## src/rtl/simplerisc_inst_encoder_if.sv

```systemverilog
`default_nettype none
// simplerisc_inst_encoder_if: instruction-field input handshake plus instruction-memory write port.
interface simplerisc_inst_encoder_if #(
  parameter int ADDR_W = 10
);
  logic              in_valid;
  logic              in_ready;
  logic [4:0]        in_opcode;
  logic              in_imm_sel;
  logic [3:0]        in_rd;
  logic [3:0]        in_rs1;
  logic [3:0]        in_rs2;
  logic [1:0]        in_mod;
  logic [15:0]       in_imm;
  logic [26:0]       in_offset;
  logic              mem_we;
  logic [ADDR_W-1:0] mem_addr;
  logic [31:0]       mem_wdata;
  logic              mem_ready;

  modport master (
    output in_valid, in_opcode, in_imm_sel, in_rd, in_rs1, in_rs2,
           in_mod, in_imm, in_offset, mem_ready,
    input  in_ready, mem_we, mem_addr, mem_wdata
  );

  modport slave (
    input  in_valid, in_opcode, in_imm_sel, in_rd, in_rs1, in_rs2,
           in_mod, in_imm, in_offset, mem_ready,
    output in_ready, mem_we, mem_addr, mem_wdata
  );
endinterface
`default_nettype wire

```

## src/rtl/simplerisc_inst_encoder.sv

```systemverilog
`default_nettype none
// simplerisc_inst_encoder: packs SimpleRISC fields into 32-bit words, FIFOs them, streams them to imem.
// Optional: define ENC_ILLEGAL_TRAP_EN to drop opcodes 10101-11111 and raise err_illegal.
module simplerisc_inst_encoder #(
  parameter int ADDR_W = 10,
  parameter int DEPTH  = 4
) (
  input  logic                    clk,
  input  logic                    rst,
  input  logic                    start,
  input  logic [ADDR_W-1:0]       base_addr,
  input  logic                    finish,
  simplerisc_inst_encoder_if.slave bus,
  output logic [ADDR_W:0]         word_count,
  output logic                    done,
  output logic                    err_illegal
);

  localparam int PTR_W = $clog2(DEPTH);

  typedef enum logic [1:0] {
    S_IDLE  = 2'd0,
    S_LOAD  = 2'd1,
    S_DRAIN = 2'd2,
    S_DONE  = 2'd3
  } state_t;

  state_t            r_state;
  state_t            w_next;
  logic [31:0]       r_fifo [DEPTH];
  logic [PTR_W-1:0]  r_wptr;
  logic [PTR_W-1:0]  r_rptr;
  logic [PTR_W:0]    r_count;
  logic [ADDR_W-1:0] r_addr;
  logic [ADDR_W:0]   r_wcount;
  logic              w_full;
  logic              w_head_valid;
  logic              w_in_ready;
  logic              w_done;
  logic              w_accept;
  logic              w_push;
  logic              w_pop;
  logic [31:0]       w_word;

  assign w_full       = (r_count == (PTR_W+1)'(DEPTH));
  assign w_head_valid = (r_count != '0);
  assign w_accept     = bus.in_valid && w_in_ready;
  assign w_pop        = w_head_valid && bus.mem_ready;

`ifdef ENC_ILLEGAL_TRAP_EN
  logic w_illegal;
  logic r_err;
  assign w_illegal   = (bus.in_opcode >= 5'b10101);
  assign w_push      = w_accept && !w_illegal;
  assign err_illegal = r_err;
`else
  assign w_push      = w_accept;
  assign err_illegal = 1'b0;
`endif

  // Field packing; forced-zero fields and the forced I bit for ld/st are applied here.
  always_comb begin
    w_word = '0;
    unique casez (bus.in_opcode)
      5'b100??: w_word = {bus.in_opcode, bus.in_offset};
      5'b10100,
      5'b01101: w_word = {bus.in_opcode, 27'd0};
      5'b0111?: w_word = {bus.in_opcode, 1'b1, bus.in_rd, bus.in_rs1, bus.in_mod, bus.in_imm};
      default: begin
        w_word[31:27] = bus.in_opcode;
        w_word[26]    = bus.in_imm_sel;
        w_word[25:22] = (bus.in_opcode == 5'b00101) ? 4'd0 : bus.in_rd;
        w_word[21:18] = (bus.in_opcode[4:1] == 4'b0100) ? 4'd0 : bus.in_rs1;
        if (bus.in_imm_sel) begin
          w_word[17:0] = {bus.in_mod, bus.in_imm};
        end else begin
          w_word[17:0] = {bus.in_rs2, 14'd0};
        end
      end
    endcase
  end

  always_ff @(posedge clk or posedge rst) begin
    if (rst) begin
      r_state <= S_IDLE;
    end else begin
      r_state <= w_next;
    end
  end

  always_comb begin
    w_next     = r_state;
    w_in_ready = 1'b0;
    w_done     = 1'b0;
    case (r_state)
      S_IDLE: begin
        if (start) w_next = S_LOAD;
      end
      S_LOAD: begin
        w_in_ready = !w_full;
        if (finish) w_next = S_DRAIN;
      end
      S_DRAIN: begin
        if (!w_head_valid) w_next = S_DONE;
      end
      S_DONE: begin
        w_done = 1'b1;
        w_next = S_IDLE;
      end
      default: w_next = S_IDLE;
    endcase
  end

  always_ff @(posedge clk) begin
    if (w_push) r_fifo[r_wptr] <= w_word;
  end

  always_ff @(posedge clk or posedge rst) begin
    if (rst) begin
      r_wptr   <= '0;
      r_rptr   <= '0;
      r_count  <= '0;
      r_addr   <= '0;
      r_wcount <= '0;
    end else begin
      if (w_push) r_wptr <= r_wptr + 1'b1;
      if (w_pop) begin
        r_rptr   <= r_rptr + 1'b1;
        r_addr   <= r_addr + 1'b1;
        r_wcount <= r_wcount + 1'b1;
      end
      case ({w_push, w_pop})
        2'b10:   r_count <= r_count + 1'b1;
        2'b01:   r_count <= r_count - 1'b1;
        default: r_count <= r_count;
      endcase
      // FIFO is always empty in IDLE, so start never races a pop.
      if (r_state == S_IDLE && start) begin
        r_addr   <= base_addr;
        r_wcount <= '0;
      end
    end
  end

`ifdef ENC_ILLEGAL_TRAP_EN
  always_ff @(posedge clk or posedge rst) begin
    if (rst) begin
      r_err <= 1'b0;
    end else if (r_state == S_IDLE && start) begin
      r_err <= 1'b0;
    end else if (w_accept && w_illegal) begin
      r_err <= 1'b1;
    end
  end
`endif

  assign bus.in_ready  = w_in_ready;
  assign bus.mem_we    = w_head_valid;
  assign bus.mem_addr  = r_addr;
  assign bus.mem_wdata = w_head_valid ? r_fifo[r_rptr] : 32'd0;
  assign word_count    = r_wcount;
  assign done          = w_done;

endmodule
`default_nettype wire
```

## src/flat_wrapper.sv

```systemverilog
// flat-port wrapper written by rule: the top's interface ports become plain ports
module simplerisc_inst_encoder_flat 
#(
  parameter int ADDR_W = 10,
  parameter int DEPTH  = 4
)
  (clk, rst, start, base_addr, finish, word_count, done, err_illegal, bus_in_valid, bus_in_opcode, bus_in_imm_sel, bus_in_rd, bus_in_rs1, bus_in_rs2, bus_in_mod, bus_in_imm, bus_in_offset, bus_mem_ready, bus_in_ready, bus_mem_we, bus_mem_addr, bus_mem_wdata);
  simplerisc_inst_encoder_if #(.ADDR_W(ADDR_W)) bus_i ();
  input  logic clk;
  input  logic rst;
  input  logic start;
  input  logic [ADDR_W-1:0] base_addr;
  input  logic finish;
  output logic [ADDR_W:0] word_count;
  output logic done;
  output logic err_illegal;
  input wire logic [$bits(bus_i.in_valid)-1:0] bus_in_valid;
  input wire logic [$bits(bus_i.in_opcode)-1:0] bus_in_opcode;
  input wire logic [$bits(bus_i.in_imm_sel)-1:0] bus_in_imm_sel;
  input wire logic [$bits(bus_i.in_rd)-1:0] bus_in_rd;
  input wire logic [$bits(bus_i.in_rs1)-1:0] bus_in_rs1;
  input wire logic [$bits(bus_i.in_rs2)-1:0] bus_in_rs2;
  input wire logic [$bits(bus_i.in_mod)-1:0] bus_in_mod;
  input wire logic [$bits(bus_i.in_imm)-1:0] bus_in_imm;
  input wire logic [$bits(bus_i.in_offset)-1:0] bus_in_offset;
  input wire logic [$bits(bus_i.mem_ready)-1:0] bus_mem_ready;
  output wire logic [$bits(bus_i.in_ready)-1:0] bus_in_ready;
  output wire logic [$bits(bus_i.mem_we)-1:0] bus_mem_we;
  output wire logic [$bits(bus_i.mem_addr)-1:0] bus_mem_addr;
  output wire logic [$bits(bus_i.mem_wdata)-1:0] bus_mem_wdata;
  assign bus_i.in_valid = bus_in_valid;
  assign bus_i.in_opcode = bus_in_opcode;
  assign bus_i.in_imm_sel = bus_in_imm_sel;
  assign bus_i.in_rd = bus_in_rd;
  assign bus_i.in_rs1 = bus_in_rs1;
  assign bus_i.in_rs2 = bus_in_rs2;
  assign bus_i.in_mod = bus_in_mod;
  assign bus_i.in_imm = bus_in_imm;
  assign bus_i.in_offset = bus_in_offset;
  assign bus_i.mem_ready = bus_mem_ready;
  assign bus_in_ready = bus_i.in_ready;
  assign bus_mem_we = bus_i.mem_we;
  assign bus_mem_addr = bus_i.mem_addr;
  assign bus_mem_wdata = bus_i.mem_wdata;
  simplerisc_inst_encoder #(.ADDR_W(ADDR_W), .DEPTH(DEPTH)) u_core (.clk(clk), .rst(rst), .start(start), .base_addr(base_addr), .finish(finish), .bus(bus_i), .word_count(word_count), .done(done), .err_illegal(err_illegal));
endmodule
```

## config.mk

```make
export PLATFORM = sky130hd
export DESIGN_NAME = simplerisc_inst_encoder_flat
export DESIGN_NICKNAME = d
export VERILOG_FILES = /design/src/rtl/simplerisc_inst_encoder_if.sv /design/src/rtl/simplerisc_inst_encoder.sv /design/src/flat_wrapper.sv
export SDC_FILE = /design/constraint.sdc
export NUM_CORES = 1
export LEC_CHECK = 0
export ABC_AREA = 1
export BUFFER_PORTS_ARGS = -buffer_cell sky130_fd_sc_hd__buf_4
export CAP_MARGIN = 30
export CORE_UTILIZATION = 58
export CTS_BUF_LIST = sky130_fd_sc_hd__clkbuf_2
export DETAILED_ROUTE_END_ITERATION = 6
export PLACE_DENSITY = 0.83
export SLEW_MARGIN = 20
export SYNTH_ARGS = -nofsm -noshare
export SYNTH_HDL_FRONTEND = slang
export SYNTH_SLANG_ARGS = --single-unit
```

## constraint.sdc

```tcl
create_clock -name clk -period 3.6 [get_ports clk]
set_input_delay 0 -clock clk [delete_from_list [all_inputs] [get_ports clk]]
set_output_delay 0 -clock clk [all_outputs]
set_load 0.01 [all_outputs]
```

==> results of run 1 <==
==> cell families (layout without fill, tap and decap cells) <==
kind of cell	count (synthesis)	in the layout	share of synthesized area, %
fa+ha+maj	13	13	2.26
xor+xnor	6	6	0.698
buf+inv	95	319	5.37
compound gates	129	129	8.82
simple gates	380	380	21.8
flops	158	158	61.0
other cells	1	2	0.0498
==> stage by stage <==
stage,cell area [sq um],power [mW],hold slack [ps],util (%)
final,9820,6.49,117,77.8
after global routing,9820,6.92,28.3,77.8
after CTS,9790,6.40,23.9,77.6
after detailed placement,8650,5.30,108,68.5
after global placement,8630,5.21,105,68.4
after floorplan,7530,4.14,90.8,-
==> path summary, 6_finish.rpt <==
kind,cells after the start,to,slack [ps],startpoint
setup / recovery,10,u_core.bus.mem_addr[5],200,u_core.r_state[0]
hold / removal,2,u_core.r_fifo[2][31],120,bus_in_opcode[4]
setup reg to reg,10,u_core.bus.mem_addr[5],200,u_core.r_state[0]
hold reg to reg,1,u_core.r_count[0],510,u_core.r_count[0]
max in group asynchronous,5,u_core.r_rptr[0],2820,rst
min in group asynchronous,5,u_core.bus.mem_addr[9],440,rst
==> sequential cells by signal, summed over array words and instances, names as in the netlist <==
| name | count |
|---|---|
| u_core.r_fifo | 128 |
| u_core.word_count | 11 |
| u_core.bus.mem_addr | 10 |
| u_core.r_count | 3 |
| u_core.r_rptr | 2 |
| u_core.r_state | 2 |
| u_core.r_wptr | 2 |
==> power groups by stage <==
stage | logic (mW) | clock network (mW) | registers (mW)
after global placement | 2.75 | 0 | 2.46
final | 3.14 | 0.907 | 2.44
after floorplan | 1.67 | 0 | 2.47
after global routing | 3.46 | 0.995 | 2.46
after CTS | 3.06 | 0.913 | 2.43
after detailed placement | 2.83 | 0 | 2.47
==> per-layer routing <==
layer / vias up / track usage, % / wire (um)
met4: 0 / 12.5 / 478
met2: 370 / 50.1 / 9860
met5: - / 0 / 0
li1: 3108 / - / -
met3: 55 / 7.27 / 1600
met1: 3066 / 37.8 / 7470
==> layout by cell type, fill, tap and decap left out, types with 10 or more instances in the layout <==
master,netlist,routed
o21ai_0,47,47
inv_2,9,10
edfxtp_1,128,128
nand4_1,31,31
nand2_1,104,104
inv_1,41,40
buf_4,2,142
ha_1,12,12
dlygate4sd3_1,0,92
nand3_1,67,67
dfrtp_1,30,29
nor2_1,163,159
a21oi_1,36,36
clkbuf_2,0,17
o21ai_1,38,38
==> final cells by class <==
class / count / share of cell area (%)
diodes: 1 / 0.0255
clock buffers: 17 / 0.866
clock inverters: 15 / 1.41
inverters: 50 / 1.91
multi-input cells: 529 / 25.9
flip-flops and latches: 158 / 46.8
well taps: 172 / 2.19
repair buffers: 237 / 20.9
==> worst max-delay path, stage by stage (launching register included) <==
cell and delay, ps:
dfrtp_1 430, inv_1 100, ha_1 220, nand2_1 650, inv_1 410, nor2_1 200
nand2_1 60, o21ai_0 60, dlygate4sd3_1 590, nor2_1 40, dlygate4sd3_1 550
==> reports/metrics.cfg, run 1 <==
[yosys]
synth_warnings = 0
synth.avg_cell_area_sq_um = 9.63
ys.flop_type = edfxtp_1
synth_enable_flop_cells = 128
syn_nets = 874
ys_seq_elements = 158
yosys.cell_count.top_type = nor2_1
synthCells = 782
ys_seq_area_share_pct = 61.0
synthTopCellsByArea = edfxtp_1 (51%), dfrtp_1 (10%), nor2_1 (8.1%)
synth_top_cell_area_share_pct = 51.0
yosysUniqueCellTypes = 34
ys_top_cells_by_count = nor2_1 (163), edfxtp_1 (128), nand2_1 (104)
async_flop_share_pct = 19.0
syn-cell-area_sq_mm = 0.00753
yosysTopAreaCell = edfxtp_1

[clock_network]
htreeDepth = 4
cts_tree = yes
clkTransAtPathRegs_ps = 230
cts_buffer_depth = 2
numCtsBuffers = 17
clkLatencyLatePin_ps = 720
root_buffer = clkbuf_2
cts_resized = 0
clkSinkCount = 158
cts_hold_buf = 92
cts_setup_buffers = 0

[global_route]
overflow = 0
grt_pass1_wl_um = 30500
antenna_found_initial = 0
grt_pass1_vias = 6330
grt_use_total_pct = 30.1
grt_max_degree = 66

[power]
power.switching_mw = 2.63
power.internal_mw = 3.86
swShare_pct = 40.6
p_leak_nw = 4.02
p_per_area_mw_per_mm2 = 661
clock_power_share_pct = 14.0
p_comb_share_pct = 48.4
p_seq_share_pct = 37.6
peakVddDrop_v = 0.000409

[layout]
multi_input_area_sq_mm = 0.00254
final_cells = 1179
layout.nets = 1085
drive_gt1_share_pct = 19.5
register_area_sq_mm = 0.00460
area_growth_syn_to_layout_pct = 30.4
fill_cells = 825

[sta]
tightestPinTransition_ps = 995
period_share_pct = 94.5
rsz0062_at_grt = no
setup_tns_ps = 0
maxSlewViolCount = 0
worst_slack_ps = 199
period_needed_ps = 3400
hold_viol_final = 0
finalSetupViolCount = 0
clock_skew_ps = 38.9
slew_headroom_pct = 33.6
fmax_mhz = 294

[worst_setup_path]
cp.arrival_ps = 4030
worst_ep_required_time_ps = 4230
worst-path-max-fanout = 26
crit_path_start_kind = flip-flop
critPathKind = flip-flop to flip-flop
cp-end-kind = flip-flop

[die]
coreArea_sq_mm = 0.0126
rows = 41
dieArea_sq_mm = 0.0134
fp.dieW_um = 116
die_height_um = 116
io_pins = 136
start_util_pct = 59.7

[routing]
route.detailed.drc = 0
detail_route.wirelength_um = 19400
first_pass_iters = 6
drtIter0Drc = 624
ant_nets = 0
via_count = 6599
via_per_inst = 5.60
wl_per_cell_um = 16.5

[placed_design]
pre_cts_ws_ps = 1300
dp_hpwl_um = 11200
io_buffers = 134
gp_congestion = 0.821
placed_cells = 1053

[run_status]
outcome = complete, no violations

[flow_run]
drv_cap = 0

[min_path]
min_path_type = input port to flip-flop

(Power assumes the default switching activity.)
==> run 2, diff against run 1 <==
- BUFFER_PORTS_ARGS: -buffer_cell sky130_fd_sc_hd__buf_4 -> -buffer_cell sky130_fd_sc_hd__buf_2
- RECOVER_POWER: not set -> 25
- SKIP_LAST_GASP: not set -> 1
==> run 2 against run 1 <==
  * The run now ends with design-rule violations, max-capacitance violations, max-slew violations left
  * Cell count rose by 0.42%
  * Wire length is 3.2% higher
  * Worst setup slack improved by 97 ps
  * Register-to-register slack better by 97 ps
  * Combinational power shrank 8.0%
  * Core utilization shrank 2.7 points
  * First-iteration DRC count grew 11%
  * Non-clock buffer count rose by 5
  * Sequential power about the same
  * Critical path depth fell by 1
==> reports/metrics.cfg, run 2 (synthesis gave the netlist of run 1 again) <==
[power]
power.switching_mw = 2.67  ; +1.4%
clock_power_share_pct = 15.3  ; +1.3 points
swShare_pct = 42.3  ; +1.8 points
power.internal_mw = 3.63  ; -5.8%
p_comb_share_pct = 45.9  ; -2.5 points
p_leak_nw = 3.85  ; -4.1%
p_seq_share_pct = 38.8  ; +1.2 points
peakVddDrop_v = 0.000448  ; +9.5%
p_per_area_mw_per_mm2 = 665  ; +0.60%

[sta]
period_needed_ps = 3300  ; -96.9 ps
hold_viol_final = 0  ; unchanged
rsz0062_at_grt = no
maxSlewViolCount = 63  ; +63
tightestPinTransition_ps = 1690  ; +694 ps
setup_tns_ps = 0  ; unchanged
clock_skew_ps = 25.7  ; -13.2 ps
fmax_mhz = 303  ; +2.9%
period_share_pct = 91.8  ; -2.7 points
slew_headroom_pct = -12.7  ; -46 points
finalSetupViolCount = 0  ; unchanged

[layout]
largest_reg_flops = 128  ; unchanged
post-route-util_pct = 75.1  ; -2.7 points
final_cells = 1184  ; +0.42%
final_cell_mix = nor2_1 (159), edfxtp_1 (128), buf_2 (106), nand2_1 (105), dlygate4sd3_1 (96)
area_growth_syn_to_layout_pct = 25.9
mostFrequentLayoutCell = nor2_1
layout.nets = 1090  ; +0.46%
drive_gt1_share_pct = 16.2  ; -3.3 points
top_register = u_core.r_fifo

[worst_setup_path]
critPathKind = flip-flop to flip-flop
cp.arrival_ps = 3960  ; -70 ps
crit_start = u_core.r_state[0]
worst_path_most_repeated_cell = dlygate4sd3_1
worst_ep_required_time_ps = 4250  ; +20 ps
slowest_delay_ps = 560  ; -90 ps
r2r_start = u_core.r_state[0]
slowest_stage = dlygate4sd3_1
worst-path-max-fanout = 13  ; -50%
crit_path_start_kind = flip-flop
r2r_cells = 9  ; -1
crit_chain = inv_1, ha_1, nand2_1, or2_2, dlygate4sd3_1, nand2_1, dlygate4sd3_1, nor2_1, dlygate4sd3_1
cp-end-kind = flip-flop
worst_r2r_endpoint = u_core.bus.mem_addr[8]
reg2reg_slack_ps = 300  ; +100 ps

[clock_network]
numCtsBuffers = 17  ; unchanged
clkLatencyLatePin_ps = 740  ; +20 ps
cts_resized = 0  ; unchanged
cts_buffer_depth = 2  ; unchanged
htreeDepth = 4  ; unchanged
cts_tree = yes
cts_hold_buf = 96  ; +4.3%
clkSinkCount = 158  ; unchanged
cts_setup_buffers = 0  ; unchanged
root_buffer = clkbuf_2
clkTransAtPathRegs_ps = 240  ; about the same

[die]
coreArea_sq_mm = 0.0126  ; unchanged
start_util_pct = 59.7  ; unchanged
die_height_um = 116  ; unchanged
fp.dieW_um = 116  ; unchanged
rows = 41  ; unchanged
io_pins = 136  ; unchanged
dieArea_sq_mm = 0.0134  ; unchanged

[min_path]
min_path_type = input port to flip-flop
hp-start = bus_mem_ready
hold_depth = 4  ; +2
min_to = u_core.word_count[2]

[flow_run]
drv_cap = 2  ; +2

[routing]
wl_met3_um = 1920  ; +20%
route.detailed.drc = 1  ; +1
wl_met1_um = 7130  ; -4.5%
wl_per_cell_um = 16.9  ; +2.7%
via_count = 6769  ; +2.6%
top_layer = met4
first_pass_iters = 7  ; +1
routed-wl-met2_um = 10100  ; +2.6%
via_per_inst = 5.72  ; +2.1%
ant_nets = 0  ; unchanged
detail_route.wirelength_um = 20000  ; +3.2%
drtIter0Drc = 693  ; +11%

[global_route]
grt_use_total_pct = 31.8  ; +1.7 points
overflow = 0  ; unchanged
antenna_found_initial = 1  ; +1
grt_pass1_wl_um = 32000  ; +4.7%
grt_pass1_vias = 6602  ; +4.3%
grt_max_degree = 66  ; unchanged

[placed_design]
gp_congestion = 0.823  ; +0.18%
placed_cells = 1054  ; +0.095%
io_buffers = 134  ; unchanged
dp_hpwl_um = 11000  ; -2.1%

[run_status]
violations = design-rule violations, max-capacitance violations, max-slew violations
outcome = finished, violations left

==> run 2: layer usage <==
| layer | global-route usage [%] | vias up |
|---|---|---|
| li1 | - | 3124 |
| met1 | 37.6 | 3099 |
| met2 | 53.3 | 450 |
| met3 | 8.21 | 96 |
| met4 | 17.2 | 0 |
| met5 | 0 | - |
==> run 2: worst max-delay path by stage <==
stage	endpoint	cells past startpoint
after global routing	u_core.bus.mem_addr[3]	9
final	u_core.bus.mem_addr[8]	9
after CTS	u_core.bus.mem_addr[8]	9
after detailed placement	u_core.r_count[2]	11
after global placement	u_core.r_count[2]	11
after floorplan	u_core.r_fifo[0][0]	6
==> run 2: cell type report <==
type | count | area [sq um]
sequential | 158 | 4600
timing repair buffer | 242 | 1710
fill | 819 | 3140
tap | 172 | 215
antenna | 1 | 2.50
clock inverter | 15 | 155
multi-input combinational | 529 | 2530
inverter | 50 | 188
clock buffer | 17 | 85.1
==> run 2: critical path, delay by kind of cell, from the launching register on <==
kind / cells / cell delay [ps]
adders and majority gates: 1 / 190
DFF: 1 / 460
buffers and inverters: 4 / 1770
and+or+nand+nor: 4 / 770
==> run 2: power by group through the flow <==
stage / registers (mW) / clock network, mW / logic, mW
floorplan: 2.47 / 0 / 1.67
global placement: 2.45 / 0 / 2.49
detailed placement: 2.46 / 0 / 2.59
CTS: 2.42 / 0.964 / 2.83
global route: 2.46 / 1.05 / 3.21
finish: 2.44 / 0.966 / 2.89
==> run 2: stage by stage <==
stage / hold WS (ps) / cell area [sq um] / total power [mW] / worst slack [ps]
finish: 148 / 9480 / 6.30 / 296
global route: 80.0 / 9480 / 6.72 / 78.5
CTS: 9.59 / 9510 / 6.22 / 330
detailed placement: 94.8 / 8310 / 5.06 / 1290
global placement: 94.6 / 8290 / 4.94 / 1420
floorplan: 90.8 / 7530 / 4.14 / 613
